### src/rtl/mem_arbiter.sv
`default_nettype none
// ============================================================================
// mem_arbiter : serialises icache refills and LSB loads/stores onto the
//               byte-wide RAM/IO port. Optional: MEM_ARB_ROUND_ROBIN_EN
// Revision    : 1.0
// ============================================================================
module mem_arbiter #(
  parameter int          FETCH_BYTES  = 4,
  parameter logic [31:0] IO_ADDR_BASE = 32'h30000
) (
  input  logic        clk,
  input  logic        rst,
  input  logic        rdy,
  input  logic        rob_clear,
  input  logic        icache_req,
  input  logic [31:0] icache_addr,
  output logic        icache_ready,
  output logic [31:0] icache_data,
  input  logic        lsb_req,
  input  logic        lsb_wr,
  input  logic [1:0]  lsb_size,
  input  logic [31:0] lsb_addr,
  input  logic [31:0] lsb_wdata,
  output logic        lsb_ready,
  output logic [31:0] lsb_rdata,
  input  logic [7:0]  mem_din,
  output logic [7:0]  mem_dout,
  output logic [31:0] mem_a,
  output logic        mem_wr,
  input  logic        io_buffer_full
);

  typedef enum logic [2:0] {
    S_IDLE   = 3'd0,
    S_IFETCH = 3'd1,
    S_LREAD  = 3'd2,
    S_SWRITE = 3'd3,
    S_DONE   = 3'd4
  } state_t;

  state_t      state_q, state_d;
  logic [2:0]  cnt_q, cnt_d;
  logic [31:0] mem_a_q, mem_a_d;
  logic [31:0] data_q, data_d;
  logic [7:0]  dout_q, dout_d;
  logic        wr_q, wr_d;
  logic        iready_q, iready_d;
  logic        lready_q, lready_d;
  logic        is_wr_q, is_wr_d;

  logic [2:0]  w_size_len, w_rd_len, w_beat_idx;
  logic [31:0] w_rd_base, w_wr_addr;
  logic [7:0]  w_wr_byte;
  logic        w_wr_stall, w_lsb_first, w_grant_lsb;

`ifdef MEM_ARB_ROUND_ROBIN_EN
  logic last_lsb_q, last_lsb_d;
  assign w_lsb_first = ~last_lsb_q;
`else
  assign w_lsb_first = 1'b1;
`endif

  assign w_grant_lsb = lsb_req & (~icache_req | w_lsb_first);
  assign w_size_len  = (lsb_size == 2'b00) ? 3'd1 : (lsb_size == 2'b01) ? 3'd2 : 3'd4;
  assign w_rd_len    = (state_q == S_IFETCH) ? 3'(FETCH_BYTES) : w_size_len;
  assign w_rd_base   = (state_q == S_IFETCH) ? icache_addr : lsb_addr;
  // Beat 0 of a store is issued from IDLE on the accept edge itself.
  assign w_beat_idx  = (state_q == S_IDLE) ? 3'd0 : cnt_q;
  assign w_wr_addr   = lsb_addr + {29'd0, w_beat_idx};
  assign w_wr_byte   = lsb_wdata[{w_beat_idx[1:0], 3'b000} +: 8];
  assign w_wr_stall  = (w_wr_addr >= IO_ADDR_BASE) && io_buffer_full;

  always_comb begin
    state_d  = state_q;
    cnt_d    = cnt_q;
    mem_a_d  = mem_a_q;
    data_d   = data_q;
    dout_d   = 8'h00;
    wr_d     = 1'b0;
    iready_d = 1'b0;
    lready_d = 1'b0;
    is_wr_d  = is_wr_q;
`ifdef MEM_ARB_ROUND_ROBIN_EN
    last_lsb_d = last_lsb_q;
`endif
    case (state_q)
      S_IDLE: begin
        mem_a_d = 32'h0;
        cnt_d   = 3'd0;
        if (w_grant_lsb) begin
          data_d  = 32'h0;
          is_wr_d = lsb_wr;
`ifdef MEM_ARB_ROUND_ROBIN_EN
          last_lsb_d = 1'b1;
`endif
          if (lsb_wr) begin
            state_d = S_SWRITE;
            mem_a_d = w_wr_addr;
            if (!w_wr_stall) begin
              dout_d = w_wr_byte;
              wr_d   = 1'b1;
              cnt_d  = 3'd1;
            end
          end else begin
            state_d = S_LREAD;
            mem_a_d = lsb_addr;
          end
        end else if (icache_req) begin
          state_d = S_IFETCH;
          mem_a_d = icache_addr;
          data_d  = 32'h0;
          is_wr_d = 1'b0;
`ifdef MEM_ARB_ROUND_ROBIN_EN
          last_lsb_d = 1'b0;
`endif
        end
      end
      S_IFETCH, S_LREAD: begin
        if (rob_clear) begin
          state_d = S_IDLE;
          mem_a_d = 32'h0;
          cnt_d   = 3'd0;
        end else if (cnt_q < w_rd_len) begin
          data_d[{cnt_q[1:0], 3'b000} +: 8] = mem_din;
          cnt_d = cnt_q + 3'd1;
          if ((cnt_q + 3'd1) < w_rd_len)
            mem_a_d = w_rd_base + {29'd0, cnt_q + 3'd1};
        end else begin
          state_d  = S_DONE;
          mem_a_d  = 32'h0;
          cnt_d    = 3'd0;
          iready_d = (state_q == S_IFETCH);
          lready_d = (state_q == S_LREAD);
        end
      end
      S_SWRITE: begin
        if (cnt_q >= w_size_len) begin
          state_d  = S_DONE;
          mem_a_d  = 32'h0;
          cnt_d    = 3'd0;
          lready_d = 1'b1;
        end else if (!w_wr_stall) begin
          mem_a_d = w_wr_addr;
          dout_d  = w_wr_byte;
          wr_d    = 1'b1;
          cnt_d   = cnt_q + 3'd1;
        end
      end
      S_DONE: begin
        state_d = S_IDLE;
      end
      default: begin
        state_d = S_IDLE;
        mem_a_d = 32'h0;
        cnt_d   = 3'd0;
      end
    endcase
  end

  always_ff @(posedge clk) begin
    if (rst) begin
      state_q  <= S_IDLE;
      cnt_q    <= 3'd0;
      mem_a_q  <= 32'h0;
      data_q   <= 32'h0;
      dout_q   <= 8'h00;
      wr_q     <= 1'b0;
      iready_q <= 1'b0;
      lready_q <= 1'b0;
      is_wr_q  <= 1'b0;
`ifdef MEM_ARB_ROUND_ROBIN_EN
      last_lsb_q <= 1'b1;
`endif
    end else if (rdy) begin
      state_q  <= state_d;
      cnt_q    <= cnt_d;
      mem_a_q  <= mem_a_d;
      data_q   <= data_d;
      dout_q   <= dout_d;
      wr_q     <= wr_d;
      iready_q <= iready_d;
      lready_q <= lready_d;
      is_wr_q  <= is_wr_d;
`ifdef MEM_ARB_ROUND_ROBIN_EN
      last_lsb_q <= last_lsb_d;
`endif
    end
  end

  // A flush landing on a read's DONE cycle suppresses the pulse; stores still report.
  assign icache_ready = iready_q & ~rob_clear;
  assign lsb_ready    = lready_q & ~(rob_clear & ~is_wr_q);
  assign icache_data  = data_q;
  assign lsb_rdata    = data_q;
  assign mem_a        = mem_a_q;
  assign mem_wr       = wr_q;
  assign mem_dout     = dout_q;

endmodule
`default_nettype wire

### config.mk
export PLATFORM = sky130hd
export DESIGN_NAME = mem_arbiter
export DESIGN_NICKNAME = d
export VERILOG_FILES = /design/src/rtl/mem_arbiter.sv
export SDC_FILE = /design/constraint.sdc
export NUM_CORES = 1
export LEC_CHECK = 0
export CORE_ASPECT_RATIO = 0.9
export CORE_MARGIN = 2
export CORE_UTILIZATION = 25
export DETAILED_ROUTE_END_ITERATION = 8
export GPL_TIMING_DRIVEN = 0
export PLACE_DENSITY_LB_ADDON = 0.15
export SYNTH_ARGS = -nofsm -noshare
export SYNTH_HDL_FRONTEND = slang
export SYNTH_SLANG_ARGS = --single-unit
### constraint.sdc
create_clock -name clk -period 9.92 [get_ports clk]
set_input_delay 1.488 -clock clk [delete_from_list [all_inputs] [get_ports clk]]
set_output_delay 1.488 -clock clk [all_outputs]
set_load 0.005 [all_outputs]
==> metrics.md, run 1 <==
| Metric | Value |
|---|---|
| Logic pwr share | `about a third` |
| Clock Tree Buf Depth | `2` |
| Worst-Margin Slew | `approximately 1.2 ns` |
| Clock share of power | `about a third` |
| Most used routing layer | `met2` |
| Mapped Cells | `988` |
| Grt met3 use | `4.81%` |
| Clock sink total | `just over 80` |
| Mean post-synth cell area | `approximately 7.1 µm²` |
| Global-route wire length before repair | `about 48000 µm` |
| CTS tree | `built` |
| Overflow after GRT | `0` |
| Drt pass-1 iters | `7` |
| Switching share of total power | `a little over a third` |
| Crit path DAT | `6.84 ns` |
| Capturing point of the worst reg2reg path | `mem_a[18]` |
| Yosys warns | `0` |
| GP Congestion | `0.899` |
| Area grow syn2layout | `40.7%` |
| Synth Register Bits | `just over 80` |
| Routed length per instance | `about 20 µm` |
| Post-DP HPWL | `approximately 25000 µm` |
| Post-CTS Setup Repair Bufs | `0` |
| CTS resizes | `0` |
| Path depth of the worst reg2reg path | `17` |
| Dominant synthesized flop cell | `dfxtp_1` |
| Core area | `27700 µm²` |
| Total GRT Usage | `a little over a fifth` |
| Register area | `between 1500 and 2000 µm²` |
| Fillers | `3035` |
| Footprint of the multi-input gates | `4750 µm²` |
| Final Hold Viols | `0` |
| Syn nets | `1121` |
| Setup crit start | `state_q[0]` |
| Share of layout cells above drive strength 1 | `under 10%` |
| Initial antenna violation count | `1` |
| Setup violators final | `0` |
| Register area share after synthesis | `between 20% and 30%` |
| H-tree Lvls | `3` |
| Mapped cell area | `between 6000 and 7000 µm²` |
| Critical Path RT | `10.19 ns` |
| Nets@finish | `1336` |
| Leak Pwr | `roughly 3.5 nW` |
| Min cycle time layout | `between 6 and 7 ns` |
| Num ports | `approximately 220` |
| Post-route ant nets | `0` |
| Hold Buf Count CTS | `0` |
| RSZ-0062 raised after global routing | `no` |
| Clock slew at the register clock pins of the worst setup and hold paths | `about 0.070 ns` |
| Vias/cell | `5.36` |
| Fin. max-slew vios | `0` |
| Synth top area cells | `dfxtp_1 24%, a21oi_1 6.7%, nand2_1 6.3%` |
| Post-Route WL | `32000 µm` |
| Setup crit end kind | `flop` |
| Commonest cells post-synth | `118 x nand2_1, 109 x nor2_1, 93 x a21oi_1, 82 x dfxtp_1, 55 x clkbuf_1` |
| CP max FO | `10` |
| Internal Power | `723 µW` |
| Row cnt | `between 50 and 60` |
| Via count of the first global-routing pass | `between 7000 and 8000` |
| Sequential share of power | `roughly a third` |
| Startpoint types | `flop` |
| Die height | `roughly 160 µm` |
| Die Width | `180 µm` |
| Met2 usage | `roughly 33%` |
| # Max-Cap Violations | `0` |
| Fin Clk Skew | `about 0.0093 ns` |
| NetSw | `405 µW` |
| Number of synthesized flops with an enable pin | `0` |
| CTS Buf Count | `9` |
| DRC errors left | `0` |
| Fraction of registers with async set/reset | `0%` |
| Cell taking the most area after synthesis | `dfxtp_1` |
| CTS Root Cell | `clkbuf_16` |
| Buffers on Ports | `approximately 200` |
| Cell variety after synth | `70` |
| Setup TNS | `0 ns` |
| Worst setup path endpoint | `mem_a[18]` |
| WS Path Type | `flop to flop` |
| Max-slew headroom | `between 10% and 20%` |
| Clk_lat worst skew | `about 0.36 ns` |
| M1 GR Usage | `approximately 29%` |
| Die area | `about 29000 µm²` |
| Final hold slack | `between 0.4 and 0.5 ns` |
| R2R Setup Slk | `approximately 3.3 ns` |
| Top-count cell post-synth | `nand2_1` |
| Initial core utilization | `roughly a quarter` |
| Highest clock rate | `about 150 MHz` |
| IR Drop Worst-Case VDD | `between 0.00007 and 0.00008 V` |
| Vias | `about 8400` |
| R2R Path Start | `state_q[0]` |
| Status | `completed` |
| Largest net degree at the start of global routing | `17` |
| Pwr per Cell Area | `roughly 110 nW/µm²` |
| Tcrit/Tclk final | `66.2%` |
| Hold Crit Class | `flop to flop` |
| Share of the synthesized area in the top cell type | `a little under a quarter` |
| Initial drt markers | `811` |
[power groups by stage]
stage / clock network [mW] / registers, mW / logic [mW]
5_1_grt: 0.408 / 0.362 / 0.408
3_5_place_dp: 0 / 0.366 / 0.372
3_3_place_gp: 0 / 0.366 / 0.371
6_report: 0.388 / 0.360 / 0.380
4_1_cts: 0.397 / 0.359 / 0.374
2_1_floorplan: 0 / 0.364 / 0.195
[layout make-up]
class | count | area share, %
clock inverter | 7 | 1.13
clock buffer | 9 | 2.29
antenna | 1 | 0.0255
inverter | 19 | 0.726
sequential | 82 | 16.7
tap | 360 | 4.58
multi-input combinational | 782 | 48.4
buffer | 105 | 5.36
timing repair buffer | 204 | 20.8
[worst max-delay path, cell delays in order (launching register included)]
cell	delay (ns)
dfxtp_1	0.31
clkbuf_1	0.35
nor3b_2	0.62
buf_6	0.23
clkbuf_1	0.64
buf_1	0.64
clkbuf_1	0.66
nor2_1	0.17
nand2_1	0.14
ha_1	0.23
inv_1	0.05
a31oi_1	0.03
o21ai_0	0.30
and4_1	0.25
clkbuf_1	0.50
clkbuf_1	0.67
a31oi_1	0.37
a211oi_1	0.30
[stage by stage]
step / cell area [µm²] / util [%] / total power, mW / setup slack (ns) / std cells
5_1_grt: 9820 / 35.4 / 1.18 / 3.07 / 1568
3_3_place_gp: 9470 / 34.1 / 0.737 / 2.64 / 1551
2_1_floorplan: 6980 / - / 0.560 / 5.07 / 988
6_report: 9830 / 35.4 / 1.13 / 3.35 / 1569
4_1_cts: 9820 / 35.4 / 1.13 / 3.48 / 1568
3_5_place_dp: 9490 / 34.2 / 0.738 / 3.53 / 1552
[worst min path at each step]
stage / start / endpoint / slack [ns] / depth (start not counted)
2_1_floorplan: is_wr_q / is_wr_q / 0.44 / 2
3_5_place_dp: mem_wr / mem_wr / 0.44 / 1
5_1_grt: icache_data[28] / icache_data[28] / 0.48 / 2
6_report: mem_wr / mem_wr / 0.45 / 1
3_3_place_gp: mem_wr / mem_wr / 0.44 / 1
4_1_cts: mem_wr / mem_wr / 0.46 / 1
[placed cells by master, fill, tap and decap left out, drive strengths merged, types with 9 or more instances in the layout]
master	synthesis	final
ha	17	17
clkdlybuf4s50	0	203
buf	50	51
and3	10	10
or3	9	9
dfxtp	82	82
nand4	20	20
a31oi	13	13
nand2b	10	10
nor3	15	15
o21ai	61	61
o211ai	9	9
o221ai	9	9
o22ai	9	9
xor2	18	18
clkbuf	55	64
inv	18	21
nor2	109	109
nor4	11	11
and2	14	14
mux2i	27	27
nand3	53	53
a211oi	24	24
a21oi	95	95
xnor2	27	27
nand2	118	118
a22oi	10	10
[metal layers]
metal / routed length, µm / vias up
met5: 0 / -
met4: 705 / 0
met3: 2890 / 46
met2: 13700 / 417
met1: 14700 / 3923
li1: - / 4016
[logic make-up (layout without fill, tap and decap cells)]
group                    after synthesis  in the layout  synth area share [%]
adder cells (fa/ha/maj)               19             19                  3.62
multiplexers                          28             28                  4.03
other                                  0              1                     0
AND/OR/NAND/NOR                      398            398                  27.7
buffers and inverters                124            344                  8.56
AO/OA/AOI/OAI                        292            292                  26.9
XOR/XNOR                              45             45                  5.64
flip-flops                            82             82                  23.5
[state kept, by name, summed over array words and instances, names as in the netlist]
name	flops
cnt_q	3
icache_data	32
iready_q	1
is_wr_q	1
lready_q	1
mem_a	32
mem_dout	8
mem_wr	1
state_q	3
Note: power is estimated with default switching activity, not from simulation.
==> run 2, diff against run 1 <==
- clock period: 9.92 -> 5.43 ns (I/O delays scaled with it)
==> run 2 against run 1 <==
Net effect: non-clock buffer count unchanged; final cell count unchanged; sequential cell count unchanged; largest cell class unchanged.
==> metrics.md, run 2 (synthesis results as in run 1) <==
| Metric | Value |
|---|---|
| Clock Tree Buf Depth | `2` |
| Row cnt | `58` |
| Routed length per instance | `~20 µm` |
| CP max FO | `10` |
| DRC errors left | `0` |
| Leak Pwr | `3.57 nW` |
| Die Width | `roughly 180 µm` |
| Buffers on Ports | `203` |
| Pwr per Cell Area | `just over 200 nW/µm²` |
| Clk_lat worst skew | `roughly 0.36 ns` |
| Tcrit/Tclk final | `96.3%` |
| Status | `completed` |
| Via count of the first global-routing pass | `approximately 7900` |
| Post-Route WL | `31800 µm` |
| Vias | `around 8400` |
| Commonest non-fill, non-tap cell in the layout | `clkdlybuf4s50_1` |
| Crit path DAT | `around 5.5 ns` |
| Hold Crit Class | `flop to flop` |
| Commonest non-fill, non-tap cells in the layout | `203 x clkdlybuf4s50_1, 117 x nand2_1, 107 x nor2_1` |
| Final hold slack | `0.454 ns` |
| Die area | `just under 30000 µm²` |
| Total GRT Usage | `roughly a fifth` |
| Share of layout cells above drive strength 1 | `8.11%` |
| Post-layout util | `35.8%` |
| # Max-Cap Violations | `0` |
| Initial drt markers | `between 700 and 800` |
| IR Drop Worst-Case VDD | `between 0.0001 and 0.00015 V` |
| Critical Path RT | `5.72 ns` |
| Cell area after layout | `~9900 µm²` |
| Fin Clk Skew | `between 0.007 and 0.008 ns` |
| Max-slew headroom | `between 20% and 30%` |
| Placed Instances | `roughly 1600` |
| Initial core utilization | `25.2%` |
| Setup crit end kind | `flop` |
| RSZ-0062 raised after global routing | `no` |
| Largest net degree at the start of global routing | `20` |
| Core area | `between 20000 and 30000 µm²` |
| Clock slew at the register clock pins of the worst setup and hold paths | `approximately 0.070 ns` |
| Area grow syn2layout | `42.0%` |
| Initial antenna violation count | `1` |
| Overflow after GRT | `0` |
| Drt pass-1 iters | `5` |
| R2R Setup Slk | `0.20 ns` |
| Clock sink total | `slightly above 80` |
| Hold Buf Count CTS | `0` |
| Setup violators final | `0` |
| DP Area | `roughly 9500 µm²` |
| Setup TNS | `0 ns` |
| Num ports | `about 220` |
| Post-DP HPWL | `approximately 25000 µm` |
| Die height | `approximately 160 µm` |
| CTS tree | `built` |
| Vias/cell | `around 5.4` |
| CTS Root Cell | `clkbuf_16` |
| Startpoint types | `flop` |
| Global-route wire length before repair | `47800 µm` |
| Min cycle time layout | `5.23 ns` |
| Nets@finish | `around 1300` |
| H-tree Lvls | `3` |
| CTS Buf Count | `9` |
| Fin. max-slew vios | `0` |
| Highest clock rate | `191 MHz` |
| Final Hold Viols | `0` |
| Non-filler cells, final | `about 1600` |
| Worst-Margin Slew | `roughly 1.1 ns` |
| GP Congestion | `roughly 0.90` |
| WS Path Type | `flop to flop` |
| Post-route ant nets | `0` |
## run 2: critical path: stages, from the launching register on
cell	delay, ns
dfxtp_1	0.34
clkbuf_2	0.22
or3_1	0.39
clkbuf_1	0.25
nand2_4	0.25
clkinv_2	0.17
ha_1	0.25
fa_1	0.44
a21oi_4	0.26
or3_1	0.22
nor3_1	0.09
or3b_1	0.39
a2111oi_1	0.44
a41oi_2	0.36
and2_1	0.26
buf_2	0.16
or4b_1	0.50
a21oi_1	0.14
## run 2: layer usage
metal | track usage [%] | up-vias | wire length, µm
met4 | 5.90 | 0 | 716
met1 | 29.3 | 3928 | 14700
met5 | 0 | - | 0
met3 | 4.47 | 49 | 2690
li1 | - | 4014 | -
met2 | 32.8 | 448 | 13700
## run 2: power breakdown
part           internal (mW)  total, mW  switching, mW
logic                  0.278      0.695          0.416
registers              0.634      0.659         0.0255
clock network          0.413      0.709          0.295
total                   1.33       2.06          0.737
## run 2: what timing repair did
action | in CTS | in global routing
pin swaps | 2 | 1
endpoints found under the setup margin | 79 | 44
buffers inserted | 4 | 2
resized for setup | 17 | 8
gates cloned | 0 | 0
## run 2: worst paths after layout
path	cells past startpoint	to	startpoint
hold / removal	1	mem_wr	mem_wr
hold reg to reg	1	mem_wr	mem_wr
setup / recovery	17	cnt_q[1]	state_q[1]
setup reg to reg	17	cnt_q[1]	state_q[1]
## run 2: final cells by class
type                            instances  area [µm²]
Sequential cell                        82        1640
Inverter                               19        72.6
Clock buffer                            9         225
Timing Repair Buffer                  210        2090
Clock inverter                          7         111
Antenna cell                            1        2.50
Tap cell                              360         450
Fill cell                            3030       17800
Multi-Input combinational cell        782        4800
Buffer                                 99         518
## run 2: per-stage QoR
| step | power, mW | worst slack, ns |
|---|---|---|
| after global placement | 1.35 | -1.85 |
| final | 2.06 | 0.201 |
| after CTS | 2.06 | 0.00396 |
| after global routing | 2.15 | 0.00777 |
| after detailed placement | 1.35 | -0.961 |
| after floorplan | 1.02 | 0.582 |
==> run 3, diff against run 2 <==
- CTS_BUF_LIST: not set -> sky130_fd_sc_hd__clkbuf_16
==> results of run 3 <==
Final layout, timing and power as in run 2 (identical DEF).
